### config.mk
export PLATFORM = sky130hd
export DESIGN_NAME = mem_stage_lsu_flat
export DESIGN_NICKNAME = d
export VERILOG_FILES = /design/src/rtl/mem_pkg.sv /design/src/rtl/mem_stage_lsu_if.sv /design/src/rtl/lsu_align.sv /design/src/rtl/mem_stage_lsu.sv /design/src/flat_wrapper.sv
export SDC_FILE = /design/constraint.sdc
export NUM_CORES = 1
export LEC_CHECK = 0
export CAP_MARGIN = 20
export CORE_MARGIN = 2
export CORE_UTILIZATION = 46
export DETAILED_ROUTE_END_ITERATION = 7
export PLACE_DENSITY = 0.81
export SYNTH_ARGS = -nofsm -noshare
export SYNTH_HDL_FRONTEND = slang
export SYNTH_SLANG_ARGS = --single-unit
### constraint.sdc
create_clock -name clk -period 2.25 [get_ports clk]
set_input_delay 0.45 -clock clk [delete_from_list [all_inputs] [get_ports clk]]
set_output_delay 0.45 -clock clk [all_outputs]
set_load 0.05 [all_outputs]
### src/rtl/mem_pkg.sv
// Shared definitions for the MEM-stage load/store unit: funct3 codes,
// FSM state encoding and the default bus timeout.
package mem_pkg;

  localparam logic [2:0] F3_B  = 3'b000;
  localparam logic [2:0] F3_H  = 3'b001;
  localparam logic [2:0] F3_W  = 3'b010;
  localparam logic [2:0] F3_BU = 3'b100;
  localparam logic [2:0] F3_HU = 3'b101;

  localparam int DEFAULT_TIMEOUT_CYCLES = 255;

  typedef enum logic [1:0] {
    IDLE     = 2'b00,
    REQ      = 2'b01,
    WAIT_RSP = 2'b10,
    DONE     = 2'b11
  } lsu_state_t;

  function automatic logic [31:0] word_align(input logic [31:0] addr);
    return {addr[31:2], 2'b00};
  endfunction

endpackage

### src/rtl/mem_stage_lsu_if.sv
// Data-memory bus between the LSU (master) and the memory system (slave).
interface mem_stage_lsu_if;
  logic        dmem_req_valid;
  logic        dmem_req_ready;
  logic        dmem_req_we;
  logic [31:0] dmem_req_addr;
  logic [31:0] dmem_req_wdata;
  logic [3:0]  dmem_req_wstrb;
  logic        dmem_rsp_valid;
  logic [31:0] dmem_rsp_rdata;

  modport master (
    output dmem_req_valid, dmem_req_we, dmem_req_addr, dmem_req_wdata, dmem_req_wstrb,
    input  dmem_req_ready, dmem_rsp_valid, dmem_rsp_rdata
  );

  modport slave (
    input  dmem_req_valid, dmem_req_we, dmem_req_addr, dmem_req_wdata, dmem_req_wstrb,
    output dmem_req_ready, dmem_rsp_valid, dmem_rsp_rdata
  );
endinterface

### src/rtl/lsu_align.sv
// Combinational lane logic: store shift/strobes, load selection/extension
// and the misaligned/unsupported access check.
module lsu_align
  import mem_pkg::*;
(
  input  logic        access,
  input  logic        is_read,
  input  logic        is_write,
  input  logic [2:0]  funct3,
  input  logic [1:0]  offset,
  input  logic [31:0] store_data,
  input  logic [2:0]  ld_funct3,
  input  logic [1:0]  ld_offset,
  input  logic [31:0] rdata,
  output logic        fault,
  output logic [31:0] wdata,
  output logic [3:0]  wstrb,
  output logic [31:0] load_data
);

  logic        bad_op_s;
  logic        misal_s;
  logic [7:0]  byte_s;
  logic [15:0] half_s;

  // Fault check; read+write together and unsigned stores count as unsupported
  always_comb begin
    bad_op_s = is_read & is_write;
    misal_s  = 1'b0;
    case (funct3)
      F3_B:    misal_s = 1'b0;
      F3_BU:   bad_op_s = bad_op_s | is_write;
      F3_H:    misal_s = offset[0];
      F3_HU:   begin misal_s = offset[0]; bad_op_s = bad_op_s | is_write; end
      F3_W:    misal_s = (offset != 2'b00);
      default: bad_op_s = 1'b1;
    endcase
    fault = access & (bad_op_s | misal_s);
  end

  // Store data replication and byte strobes
  always_comb begin
    wdata = 32'h0000_0000;
    wstrb = 4'b0000;
    if (is_write) begin
      case (funct3)
        F3_B:    begin wdata = {4{store_data[7:0]}};  wstrb = 4'b0001 << offset; end
        F3_H:    begin wdata = {2{store_data[15:0]}}; wstrb = 4'b0011 << offset; end
        F3_W:    begin wdata = store_data;            wstrb = 4'b1111; end
        default: begin wdata = 32'h0000_0000;         wstrb = 4'b0000; end
      endcase
    end else begin
      wdata = 32'h0000_0000;
      wstrb = 4'b0000;
    end
  end

  // Load lane selection and sign/zero extension
  always_comb begin
    case (ld_offset)
      2'd0:    byte_s = rdata[7:0];
      2'd1:    byte_s = rdata[15:8];
      2'd2:    byte_s = rdata[23:16];
      default: byte_s = rdata[31:24];
    endcase
    half_s = ld_offset[1] ? rdata[31:16] : rdata[15:0];
    case (ld_funct3)
      F3_B:    load_data = {{24{byte_s[7]}}, byte_s};
      F3_BU:   load_data = {24'h00_0000, byte_s};
      F3_H:    load_data = {{16{half_s[15]}}, half_s};
      F3_HU:   load_data = {16'h0000, half_s};
      default: load_data = rdata;
    endcase
  end

endmodule

### src/rtl/mem_stage_lsu.sv
// MEM-stage load/store unit: turns memory instructions into bus transactions,
// stalls the pipeline until the response and delivers aligned load data.
module mem_stage_lsu
  import mem_pkg::*;
#(
  parameter int TIMEOUT_CYCLES = DEFAULT_TIMEOUT_CYCLES,
  parameter int CNT_WIDTH      = 16
) (
  input  logic            clk,
  input  logic            rst_n,
  input  logic            mem_valid,
  input  logic            mem_memRead,
  input  logic            mem_memWrite,
  input  logic [2:0]      mem_funct3,
  input  logic [31:0]     mem_ALUResult,
  input  logic [31:0]     mem_storeData,
  mem_stage_lsu_if.master dmem,
  output logic [31:0]     mem_dataFromRAM,
  output logic            mem_stall,
  output logic            mem_misaligned,
  output logic            mem_busErr
);

  localparam logic [CNT_WIDTH-1:0] CNT_LAST = CNT_WIDTH'(TIMEOUT_CYCLES - 1);

  lsu_state_t           state_r, next_s;
  logic [CNT_WIDTH-1:0] cnt_r;
  logic                 req_valid_r, req_we_r;
  logic [31:0]          req_addr_r, req_wdata_r, data_r;
  logic [3:0]           req_wstrb_r;
  logic [2:0]           ld_funct3_r;
  logic [1:0]           ld_offset_r;
  logic                 bus_err_r;

  logic        access_s, fault_s, start_s, timeout_s, take_rsp_s, cnt_last_s;
  logic [31:0] wdata_s, load_data_s;
  logic [3:0]  wstrb_s;

  assign access_s   = mem_valid & (mem_memRead | mem_memWrite);
  assign cnt_last_s = (cnt_r == CNT_LAST);

  lsu_align u_align (
    .access     (access_s),
    .is_read    (mem_memRead),
    .is_write   (mem_memWrite),
    .funct3     (mem_funct3),
    .offset     (mem_ALUResult[1:0]),
    .store_data (mem_storeData),
    .ld_funct3  (ld_funct3_r),
    .ld_offset  (ld_offset_r),
    .rdata      (dmem.dmem_rsp_rdata),
    .fault      (fault_s),
    .wdata      (wdata_s),
    .wstrb      (wstrb_s),
    .load_data  (load_data_s)
  );

  // Next-state logic; a timeout in REQ beats a same-cycle handshake, a response beats it in WAIT_RSP
  always_comb begin
    next_s     = state_r;
    start_s    = 1'b0;
    timeout_s  = 1'b0;
    take_rsp_s = 1'b0;
    case (state_r)
      IDLE: begin
        if (access_s && !fault_s) begin next_s = REQ; start_s = 1'b1; end
        else next_s = IDLE;
      end
      REQ: begin
        if (cnt_last_s) begin next_s = DONE; timeout_s = 1'b1; end
        else if (dmem.dmem_req_ready) next_s = WAIT_RSP;
        else next_s = REQ;
      end
      WAIT_RSP: begin
        if (dmem.dmem_rsp_valid) begin next_s = DONE; take_rsp_s = 1'b1; end
        else if (cnt_last_s) begin next_s = DONE; timeout_s = 1'b1; end
        else next_s = WAIT_RSP;
      end
      DONE:    next_s = IDLE;
      default: next_s = IDLE;
    endcase
  end

  // State register and timeout counter
  always_ff @(posedge clk or negedge rst_n) begin
    if (!rst_n) begin
      state_r <= IDLE;
      cnt_r   <= {CNT_WIDTH{1'b0}};
    end else begin
      state_r <= next_s;
      if (start_s) cnt_r <= {CNT_WIDTH{1'b0}};
      else if (state_r == REQ || state_r == WAIT_RSP) cnt_r <= cnt_r + CNT_WIDTH'(1);
      else cnt_r <= cnt_r;
    end
  end

  // Request registers, latched once at access start and held while waiting
  always_ff @(posedge clk or negedge rst_n) begin
    if (!rst_n) begin
      req_valid_r <= 1'b0;
      req_we_r    <= 1'b0;
      req_addr_r  <= 32'h0000_0000;
      req_wdata_r <= 32'h0000_0000;
      req_wstrb_r <= 4'b0000;
      ld_funct3_r <= 3'b000;
      ld_offset_r <= 2'b00;
    end else begin
      req_valid_r <= (next_s == REQ);
      if (start_s) begin
        req_we_r    <= mem_memWrite;
        req_addr_r  <= word_align(mem_ALUResult);
        req_wdata_r <= wdata_s;
        req_wstrb_r <= wstrb_s;
        ld_funct3_r <= mem_funct3;
        ld_offset_r <= mem_ALUResult[1:0];
      end
    end
  end

  // Load result and bus error flag
  always_ff @(posedge clk or negedge rst_n) begin
    if (!rst_n) begin
      data_r    <= 32'h0000_0000;
      bus_err_r <= 1'b0;
    end else begin
      if (timeout_s) data_r <= 32'h0000_0000;
      else if (take_rsp_s && !req_we_r) data_r <= load_data_s;
      else data_r <= data_r;
      if (timeout_s) bus_err_r <= 1'b1;
      else if (state_r == DONE) bus_err_r <= 1'b0;
      else bus_err_r <= bus_err_r;
    end
  end

  assign dmem.dmem_req_valid = req_valid_r;
  assign dmem.dmem_req_we    = req_we_r;
  assign dmem.dmem_req_addr  = req_addr_r;
  assign dmem.dmem_req_wdata = req_wdata_r;
  assign dmem.dmem_req_wstrb = req_wstrb_r;
  assign mem_dataFromRAM     = data_r;
  assign mem_busErr          = bus_err_r;
  assign mem_stall      = rst_n & ((state_r == IDLE && access_s && !fault_s) ||
                                   state_r == REQ || state_r == WAIT_RSP);
  assign mem_misaligned = rst_n & fault_s;

endmodule
### src/flat_wrapper.sv
// flat-port wrapper written by rule: the top's interface ports become plain ports
module mem_stage_lsu_flat import mem_pkg::*;
#(
  parameter int TIMEOUT_CYCLES = DEFAULT_TIMEOUT_CYCLES,
  parameter int CNT_WIDTH      = 16
)
  (clk, rst_n, mem_valid, mem_memRead, mem_memWrite, mem_funct3, mem_ALUResult, mem_storeData, mem_dataFromRAM, mem_stall, mem_misaligned, mem_busErr, dmem_dmem_req_valid, dmem_dmem_req_we, dmem_dmem_req_addr, dmem_dmem_req_wdata, dmem_dmem_req_wstrb, dmem_dmem_req_ready, dmem_dmem_rsp_valid, dmem_dmem_rsp_rdata);
  mem_stage_lsu_if dmem_i ();
  input  logic clk;
  input  logic rst_n;
  input  logic mem_valid;
  input  logic mem_memRead;
  input  logic mem_memWrite;
  input  logic [2:0] mem_funct3;
  input  logic [31:0] mem_ALUResult;
  input  logic [31:0] mem_storeData;
  output logic [31:0] mem_dataFromRAM;
  output logic mem_stall;
  output logic mem_misaligned;
  output logic mem_busErr;
  output wire logic [$bits(dmem_i.dmem_req_valid)-1:0] dmem_dmem_req_valid;
  output wire logic [$bits(dmem_i.dmem_req_we)-1:0] dmem_dmem_req_we;
  output wire logic [$bits(dmem_i.dmem_req_addr)-1:0] dmem_dmem_req_addr;
  output wire logic [$bits(dmem_i.dmem_req_wdata)-1:0] dmem_dmem_req_wdata;
  output wire logic [$bits(dmem_i.dmem_req_wstrb)-1:0] dmem_dmem_req_wstrb;
  input wire logic [$bits(dmem_i.dmem_req_ready)-1:0] dmem_dmem_req_ready;
  input wire logic [$bits(dmem_i.dmem_rsp_valid)-1:0] dmem_dmem_rsp_valid;
  input wire logic [$bits(dmem_i.dmem_rsp_rdata)-1:0] dmem_dmem_rsp_rdata;
  assign dmem_dmem_req_valid = dmem_i.dmem_req_valid;
  assign dmem_dmem_req_we = dmem_i.dmem_req_we;
  assign dmem_dmem_req_addr = dmem_i.dmem_req_addr;
  assign dmem_dmem_req_wdata = dmem_i.dmem_req_wdata;
  assign dmem_dmem_req_wstrb = dmem_i.dmem_req_wstrb;
  assign dmem_i.dmem_req_ready = dmem_dmem_req_ready;
  assign dmem_i.dmem_rsp_valid = dmem_dmem_rsp_valid;
  assign dmem_i.dmem_rsp_rdata = dmem_dmem_rsp_rdata;
  mem_stage_lsu #(.TIMEOUT_CYCLES(TIMEOUT_CYCLES), .CNT_WIDTH(CNT_WIDTH)) u_core (.clk(clk), .rst_n(rst_n), .mem_valid(mem_valid), .mem_memRead(mem_memRead), .mem_memWrite(mem_memWrite), .mem_funct3(mem_funct3), .mem_ALUResult(mem_ALUResult), .mem_storeData(mem_storeData), .dmem(dmem_i), .mem_dataFromRAM(mem_dataFromRAM), .mem_stall(mem_stall), .mem_misaligned(mem_misaligned), .mem_busErr(mem_busErr));
endmodule
## Word level (Yosys, flattened, before mapping)

Index checks and enable logic that the tools add are counted.

| word-level totals | value |
|---|---|
| flip-flop bits (word level) | 124 |

| operators by class | value |
|---|---|
| add/subtract/negate cells | 1 |
| equality and inequality tests | 14 |
| shift operators | 2 |
| mux-type cells | 28 |
| bitwise gates (word level) | 8 |
| reduce and logical (&&, ||, !) cells | 20 |

Operator list:

| kind | count |
|---|---|
| 32-bit case mux with 4 select lines | 1 |
| 32-bit 2-to-1 mux | 3 |
| 32-bit case mux with 3 select lines | 1 |
| 16-bit 2-to-1 mux | 3 |
| 8-bit case mux with 3 select lines | 1 |
| 16-bit by 1-bit adder with 16-bit output (second input constant) | 1 |
| 16-bit by 8-bit == test with 1-bit output (second input constant) | 1 |
| 3-bit == test (second input constant) | 4 |
| 4-bit case mux with 3 select lines | 1 |
| 1-bit 2-to-1 mux | 10 |
| 2-bit case mux with 4 select lines | 1 |
| 2-bit nonzero test | 4 |
| 2-bit by 1-bit == test with 1-bit output (second input constant) | 3 |
| 2-bit == test (second input constant) | 3 |
| 3-bit by 1-bit == test with 1-bit output (second input constant) | 2 |
| 3-bit zero test | 2 |
| 2-bit 2-to-1 mux | 3 |
| 1-bit case mux with 2 select lines | 3 |
| 1-bit bitwise AND | 5 |
| 1-bit logical AND | 4 |
| 2-bit zero test | 2 |
| 4-bit 2-to-1 mux | 1 |
| 2-bit OR reduction | 2 |
| 1-bit by 2-bit left shift with 4-bit output (first input constant) | 1 |
| 6 further kinds | 11 |

## Depth between registers and ports, before layout

Gate-level depths: netlist (run 1).

| logic depth | value |
|---|---|
| depth after elaboration | 10 |
| gate-level depth with buffers | 7 |
| depth with buffers taken out | 6 |

## Hierarchy

From an unflattened synthesis (run 1), not the netlist that was laid out.

| unflattened totals | value |
|---|---|
| cell total of the unflattened synthesis | 776 |
| area total of the unflattened synthesis | 6,658.9 µm² |

By module, submodules not included:

| module | times used | cells an instance | area each (µm²) | sequential area each (µm²) |
|---|---|---|---|---|
| mem_stage_lsu | 1 | 531 | 5,114.9 | 3,103.0 |
| lsu_align | 1 | 245 | 1,544.0 | 0.0 |

## Least setup slack after synthesis (run 1)

Ideal clock, no wire load.

| path | value |
|---|---|
| path kind | input -> output |
| start | in mem_funct3[2] |
| end | out mem_stall |
| arrival | 2.498 ns |
| required time | 1.800 ns |
| slack | -0.698 ns |
| stages on the path | 6 |
| buffers on the path | 2 |
| path through | o21ai_0 > a22oi_2 > or2_1 > buf_6 > buf_6 > a21boi_0 |

| on the way | value |
|---|---|
| word-level cells in the longest chain between the ends | 10 |
| elaborated cells on any way between the ends | 17 |
| classes of those cells | eq/ne (4); mux (2); bitwise (3); reduce/logical (8) |

RTL lines:

| item | line | source |
|---|---|---|
| start, declared | flat_wrapper.sv:14 | `input logic [2:0] mem_funct3;` |
| 3-bit by 2-bit == test with 1-bit output, or another cell as far along | lsu_align.sv:30 | `case (funct3)` |
| 3-bit OR reduction (no source line) or 2-bit OR reduction (tied branches) | -- |  |
| 1-bit case mux with 2 select lines | lsu_align.sv:30 |  |
| 1-bit OR * | lsu_align.sv:38 | `fault = access & (bad_op_s \| misal_s);` |
| 1-bit bitwise AND * | lsu_align.sv:38 |  |
| 1-bit zero test * | mem_stage_lsu.sv:142 | `assign mem_stall = rst_n & ((state_r == IDLE && access_s && !fault_s) \|\|` |
| 1-bit logical AND * | mem_stage_lsu.sv:142 |  |
| 1-bit logical OR * | mem_stage_lsu.sv:142 |  |
| 1-bit logical OR * | mem_stage_lsu.sv:143 | `state_r == REQ \|\| state_r == WAIT_RSP);` |
| 1-bit bitwise AND * | mem_stage_lsu.sv:142 |  |
| end, declared | flat_wrapper.sv:18 | `output logic mem_stall;` |

Mark *: on every way between the ends. The rest lies on a longest branch, timed or not.

## Worst setup path in the final report (run 1)

| path | value |
|---|---|
| start | reg u_core.state_r[1] |
| end | out mem_stall |

| on the way | value |
|---|---|
| word-level cells in the longest chain between the ends | 6 |
| elaborated cells on any way between the ends | 8 |
| classes of those cells | eq/ne (2); bitwise (1); reduce/logical (5) |

RTL lines:

| item | line | source |
|---|---|---|
| start, declared | mem_stage_lsu.sv:26 | `lsu_state_t state_r, next_s;` |
| start signal, assigned | mem_stage_lsu.sv:90 | `state_r <= next_s;` |
| 2-bit zero test | mem_stage_lsu.sv:142 |  |
| 1-bit logical AND (2 in a row) | mem_stage_lsu.sv:142 |  |
| 1-bit logical OR | mem_stage_lsu.sv:142 |  |
| 1-bit logical OR * | mem_stage_lsu.sv:143 |  |
| 1-bit bitwise AND * | mem_stage_lsu.sv:142 |  |

Marked as above.

==> results of run 1 <==
## flip-flops by register name, indices dropped and copies added, names as in the netlist
name,flops
u_core.dmem.dmem_req_wdata,32
u_core.mem_dataFromRAM,32
u_core.dmem.dmem_req_addr,30
u_core.cnt_r,16
u_core.dmem.dmem_req_wstrb,4
u_core.ld_funct3_r,3
u_core.ld_offset_r,2
u_core.state_r,2
u_core.dmem.dmem_req_valid,1
u_core.dmem.dmem_req_we,1
u_core.mem_busErr,1
## synth_stat cells (all sizes together) (5+ instances only)
library cell	number	area share (%)
a32o	16	2.6
mux2i	11	1.8
nand4	8	0.81
a21oi	12	1.0
clkbuf	15	0.91
a2bb2oi	7	0.99
nor2	32	2.1
a22o	33	4.7
nand2b	8	0.81
inv	18	1.1
ha	7	1.4
mux2	43	7.9
o2bb2ai	9	1.3
buf	26	2.7
o31ai	8	0.97
mux4	8	2.9
xor2	5	0.70
nand2	23	1.4
nor4	6	0.60
dfrtp	124	50
o21bai	9	1.1
o21ai	27	2.2
a21o	25	3.0
o221ai	7	0.99
xnor2	10	1.4
## routing by layer
metal  up-vias  wire (um)  share of wire, %  global-route usage [%]
met1      2703       7420                40                    32.1
met2       215       9690                52                    45.3
li1       2476          -                 -                       -
met3        41       1040               5.6                    6.13
met5         -          0                 0                       0
met4         0        535               2.9                    10.5
## stage by stage
step / setup WS [ns] / instance area (sq um) / hold slack [ns] / instances
after floorplan: 0.0998 / 6230 / 0.154 / 540
after global placement: -0.248 / 8700 / 0.300 / 924
after detailed placement: -0.271 / 8700 / 0.305 / 924
after CTS: 0.00103 / 9380 / 0.398 / 959
after global routing: -0.00905 / 9390 / 0.417 / 960
final: 0.0379 / 9390 / 0.407 / 960
## worst min path at each step
stage                from                              to  depth (start not counted)
finish              rst_n  u_core.dmem.dmem_req_wdata[24]                          2
floorplan           rst_n                 u_core.cnt_r[0]                          0
global route        rst_n   u_core.dmem.dmem_req_wdata[9]                          2
detailed placement  rst_n   u_core.dmem.dmem_req_wdata[9]                          1
global placement    rst_n  u_core.dmem.dmem_req_wdata[10]                          1
CTS                 rst_n   u_core.dmem.dmem_req_wdata[9]                          2
## power by group through the flow
stage | sequential, W | combinational, W | clock [W]
final | 0.00377 | 0.00717 | 0.00288
after global routing | 0.00387 | 0.00754 | 0.00302
after CTS | 0.00376 | 0.00717 | 0.00291
after detailed placement | 0.00377 | 0.00706 | 0
after global placement | 0.00371 | 0.00692 | 0
after floorplan | 0.00602 | 0.00239 | 0
## area by class of cell
| cell class | instances | area, sq um | share of cell area (%) |
|---|---|---|---|
| clock buffers | 19 | 433 | 4.61 |
| clock inverters | 13 | 191 | 2.04 |
| inverters | 18 | 70.1 | 0.746 |
| multi-input cells | 357 | 2870 | 30.5 |
| flip-flops and latches | 124 | 3100 | 33.0 |
| well taps | 176 | 220 | 2.34 |
| repair buffers | 253 | 2510 | 26.7 |
## what timing repair did
item	4_1_cts	5_1_grt
setup buffers	2	1
setup endpoints to repair	2	1
hold buffers	1	0
resized for setup	20	3
pin swaps	3	5
hold endpoints to repair	6	0
cloned	0	0
## kinds of logic after synthesis
logic type                 count (synthesis)  share of synthesized area (%)
muxes                                     62                           12.5
adders and majority gates                  7                           1.41
and+or+nand+nor                          103                           8.56
xor gates and xnor gates                  15                           2.11
other                                      1                         0.0604
AOI/OAI and AO/OA                        168                           20.7
DFF                                      124                           49.9
buffers and inverters                     59                           4.71
==> reports/metrics.cfg, run 1 <==
[synthesis]
synth_edf_count = 0
ys.flop_type = dfrtp_1
synth.cell_area_sq_mm = 0.00621
synth_seq_area_share_pct = 49.9
synth_warnings = 0
synthArstFlopShare_pct = 100
synth_cell_types = 54
syn_area_per_cell_sq_um = 11.5
syn_inst = 539
synth-seq-cells = 124

[clocking]
cts_sinks = 124
cts-root-buf = clkbuf_16
ctsLongestPathBuffers = 2
cts_tree = built
cts_max_level = 4
clkTransAtPathRegs_ns = 0.06
clk_latency_ns = 0.42
numCtsBuffers = 17

[worst_setup_path]
slowest_delay_ns = 0.42
worst-path-stages = 6
cp.buffers_inverters = 2
worstPathCellList = inv_2, ha_4, nand2_2, or2_4, a21boi_4, buf_8
worstPathRequired_ns = 1.80
critPathSlowestCell = dfrtp_1
worstReg2RegEnd = u_core.mem_dataFromRAM[18]
critPathMaxFanout = 4
crit_end = mem_stall
worstSetupPathType = reg2out
cp-end-kind = output pin
path_delay_family = flip-flops
worstReg2RegStart = u_core.cnt_r[0]
ff2ff_setup_slack_ns = 0.19
start_kind = flip-flop
critPathArrivalTime_ns = 1.76
crit_start = u_core.state_r[1]
reg2reg_depth = 7

[pwr]
leakagePower_nw = 4.10
intPower_w = 0.00778
power.share.sequential_pct = 27.3
comb_power_share_pct = 51.9
power_density_mw_per_mm2 = 1470
vdd_drop_max_v = 0.00102
p_switching_w = 0.00604
power_w = 0.0138
p_sw_share_pct = 43.7
pwr-share-clk_pct = 20.8

[timing]
fin_crit_sh_pct = 98.3
final_hold_viol_count = 0
setup-tns-final_ns = 0
worst-slew-pin-transition_ns = 0.576
setup_violations = 0
slew_headroom_pct = 61.5
period_needed_ns = 2.21
slew_violations = 0
max_freq_mhz = 452
fin_skew_ns = 0.00816

[routing]
drc = 0
dr.pass1.iters = 6
wl_um = 18700
dr_total_vias = 5435
drt_iter0_drc = 572
ant_nets = 0
avgViaCountPerCell = 5.66
routedWlPerCell_um = 19.5

[placed_design]
gp_congestion = 0.901
hpwl_um = 13600
numPortBuffers = 208

[cells_and_area]
postLayoutCoreUtil_pct = 70.9
syn2layout_area_growth_pct = 51.2
drive_above_1_share_pct = 18.5
fillCellCount = 969
layout_common_cells = clkdlybuf4s50_1 (198), dfrtp_1 (123), mux2_2 (42)
diodes = 0
finalNetCount = 884
mostFrequentLayoutCell = clkdlybuf4s50_1

[global_route]
antenna_found_initial = 0
grt_pass1_vias = 5619
grt_max_degree = 81
grt-ovfl-total = 0
track_usage_pct = 26.3
grt_pass1_wl_um = 29500

[floorplan]
dieArea_sq_mm = 0.0145
core_area_sq_mm = 0.0132
ios = 211
die_w_um = 120
die_height_um = 120
rows = 42
start_util_pct = 46.9

[hold_path]
hold_class = in2async

[job]
maxCapViolations = 0

[status]
status = complete, no violations

Note: power is estimated with default switching activity, not from simulation.
==> run 2: changes to the inputs <==
==> constraint.sdc (replaced) <==
create_clock -name clk -period 2.53 [get_ports clk]
set_input_delay 0.506 -clock clk [delete_from_list [all_inputs] [get_ports clk]]
set_output_delay 0.506 -clock clk [all_outputs]
set_load 0.05 [all_outputs]
==> run 2 against run 1 <==
Against the previous run:
- non-clock buffer count is 13 lower
- flip-flop and latch count stayed put
- via count is 0.57% higher
- count of clock-buffer cells in the layout is 1 lower
- wire length is 1.0% lower
- critical path depth stayed put
- cell area is 2.2% lower
- critical path type is now in2out
- power is 14% lower
- utilization is 1.6 points lower
- highest routed layer unchanged
- combinational power is 13% lower
==> reports/metrics.cfg, run 2 (synthesized netlist as in run 1, its figures left out) <==
[pwr]
pwr-share-clk_pct = 20.1
p_sw_share_pct = 44.6
p_switching_w = 0.00533
vdd_drop_max_v = 0.000888
intPower_w = 0.00662
power_density_mw_per_mm2 = 1300
comb_power_share_pct = 52.0
power.share.sequential_pct = 27.9
leakagePower_nw = 4.03

[floorplan]
start_util_pct = 46.9
rows = 42
ios = 211
core_area_sq_mm = 0.0132
dieArea_sq_mm = 0.0145
die_w_um = 120
die_height_um = 120

[cells_and_area]
postLayoutCoreUtil_pct = 69.4
syn2layout_area_growth_pct = 47.8
design_area_sq_mm = 0.00919
mostFrequentLayoutCell = clkdlybuf4s50_1
finalNetCount = 871
multiInputGateArea_sq_mm = 0.00284
drive_above_1_share_pct = 16.7
layout_common_cells = clkdlybuf4s50_1 (198), dfrtp_1 (124), mux2_2 (42)
fillCellCount = 967
seq_area_sq_mm = 0.00310

[placed_design]
post-place-ws_ns = -0.0639
hpwl_um = 12900
dpl-instance-area_sq_mm = 0.00855
gp_congestion = 0.893
numPortBuffers = 208

[timing]
fin_skew_ns = 0.00775
final_hold_viol_count = 0
layout_setup_ws_ns = 0.174
hold_slack_ns = 0.191
setup_violations = 0
period_needed_ns = 2.36
fin_crit_sh_pct = 93.1
worst-slew-pin-transition_ns = 0.708
max_freq_mhz = 424
slew_violations = 0
rsz0062_at_grt = no
slew_headroom_pct = 52.8
setup-tns-final_ns = 0

[clocking]
cts-root-buf = clkbuf_16
numCtsBuffers = 17
cts_max_level = 4
clkTransAtPathRegs_ns = 0.06
clk_latency_ns = 0.42
postCtsHoldBufs = 0
cts_tree = built
cts_sinks = 124
ctsLongestPathBuffers = 2

[global_route]
grt-ovfl-total = 0
grt_pass1_wl_um = 29200
antenna_found_initial = 0
track_usage_pct = 26.0
grt_pass1_vias = 5571
grt_max_degree = 57

[routing]
drc = 0
routedWlPerCell_um = 19.5
drt_iter0_drc = 518
ant_nets = 0
avgViaCountPerCell = 5.77
dr.pass1.iters = 5
wl_um = 18500
dr_total_vias = 5466

[worst_setup_path]
cp-end-kind = output pin
worstPathRequired_ns = 2.02
critPathMaxFanout = 2
start_kind = primary input
worstSetupPathType = in2out
critPathArrivalTime_ns = 1.85

[hold_path]
hold_class = in2async

[job]
maxCapViolations = 0

[status]
status = complete, no violations

-- run 2: cell type report --
class                           instances  share of cell area [%]
Multi-Input combinational cell        357                    30.9
Clock buffer                           18                    4.78
Clock inverter                         14                    1.58
Sequential cell                       124                    33.8
Timing Repair Buffer                  240                    25.8
Inverter                               18                   0.735
Tap cell                              176                    2.40
Antenna cell                            1                  0.0272
-- run 2: repair_timing --
item | in CTS | in global routing
endpoints found under the setup margin | 2 | 2
buffers inserted | 1 | 2
gates resized for setup | 8 | 5
pin swaps | 1 | 3
endpoints found under the hold margin | 0 | 0
-- run 2: power by group through the flow --
stage | combinational [W] | sequential [W] | clock [W]
6_report | 0.00622 | 0.00333 | 0.00240
5_1_grt | 0.00653 | 0.00342 | 0.00253
4_1_cts | 0.00622 | 0.00333 | 0.00243
3_5_place_dp | 0.00617 | 0.00334 | 0
3_3_place_gp | 0.00605 | 0.00330 | 0
2_1_floorplan | 0.00211 | 0.00535 | 0
-- run 2: final timing paths --
path / from / to / slack, ns / cells after the start
setup / recovery: mem_valid / mem_stall / 0.17 / 6
hold / removal: rst_n / u_core.mem_dataFromRAM[23] / 0.19 / 2
setup reg to reg: u_core.cnt_r[0] / u_core.mem_dataFromRAM[11] / 0.49 / 7
hold reg to reg: u_core.mem_dataFromRAM[7] / u_core.mem_dataFromRAM[7] / 0.49 / 1
max in group asynchronous: rst_n / u_core.mem_dataFromRAM[6] / 1.75 / 2
min in group clk: u_core.mem_dataFromRAM[7] / u_core.mem_dataFromRAM[7] / 0.49 / 1
-- run 2: metrics by stage --
stage / cells / power, W
2_1_floorplan: 540 / 0.00747
3_3_place_gp: 912 / 0.00935
3_5_place_dp: 912 / 0.00951
4_1_cts: 945 / 0.0120
5_1_grt: 947 / 0.0125
6_report: 948 / 0.0119
-- run 2: layer usage --
| layer | share of wire, % | global-route usage, % | vias up |
|---|---|---|---|
| li1 | - | - | 2449 |
| met2 | 50 | 42.0 | 255 |
| met3 | 6.9 | 5.94 | 44 |
| met4 | 3.0 | 11.7 | 0 |
| met5 | 0 | 0 | - |
| met1 | 40 | 33.5 | 2718 |
-- run 2: worst max-delay path, stage by stage --
cell and delay, ns:
clkdlybuf4s50_1 0.51, o21a_1 0.17, nand2_1 0.07, or2_1 0.24, a21boi_2 0.16, buf_6 0.18
==> run 3: changes to the inputs <==
--- a/config.mk
+++ b/config.mk
@@ -10,6 +10,7 @@
 export CORE_UTILIZATION = 46
 export DETAILED_ROUTE_END_ITERATION = 7
 export PLACE_DENSITY = 0.81
+export SLEW_MARGIN = 20
 export SYNTH_ARGS = -nofsm -noshare
 export SYNTH_HDL_FRONTEND = slang
 export SYNTH_SLANG_ARGS = --single-unit
==> results of run 3 <==
Final layout, timing and power as in run 2 (identical DEF).
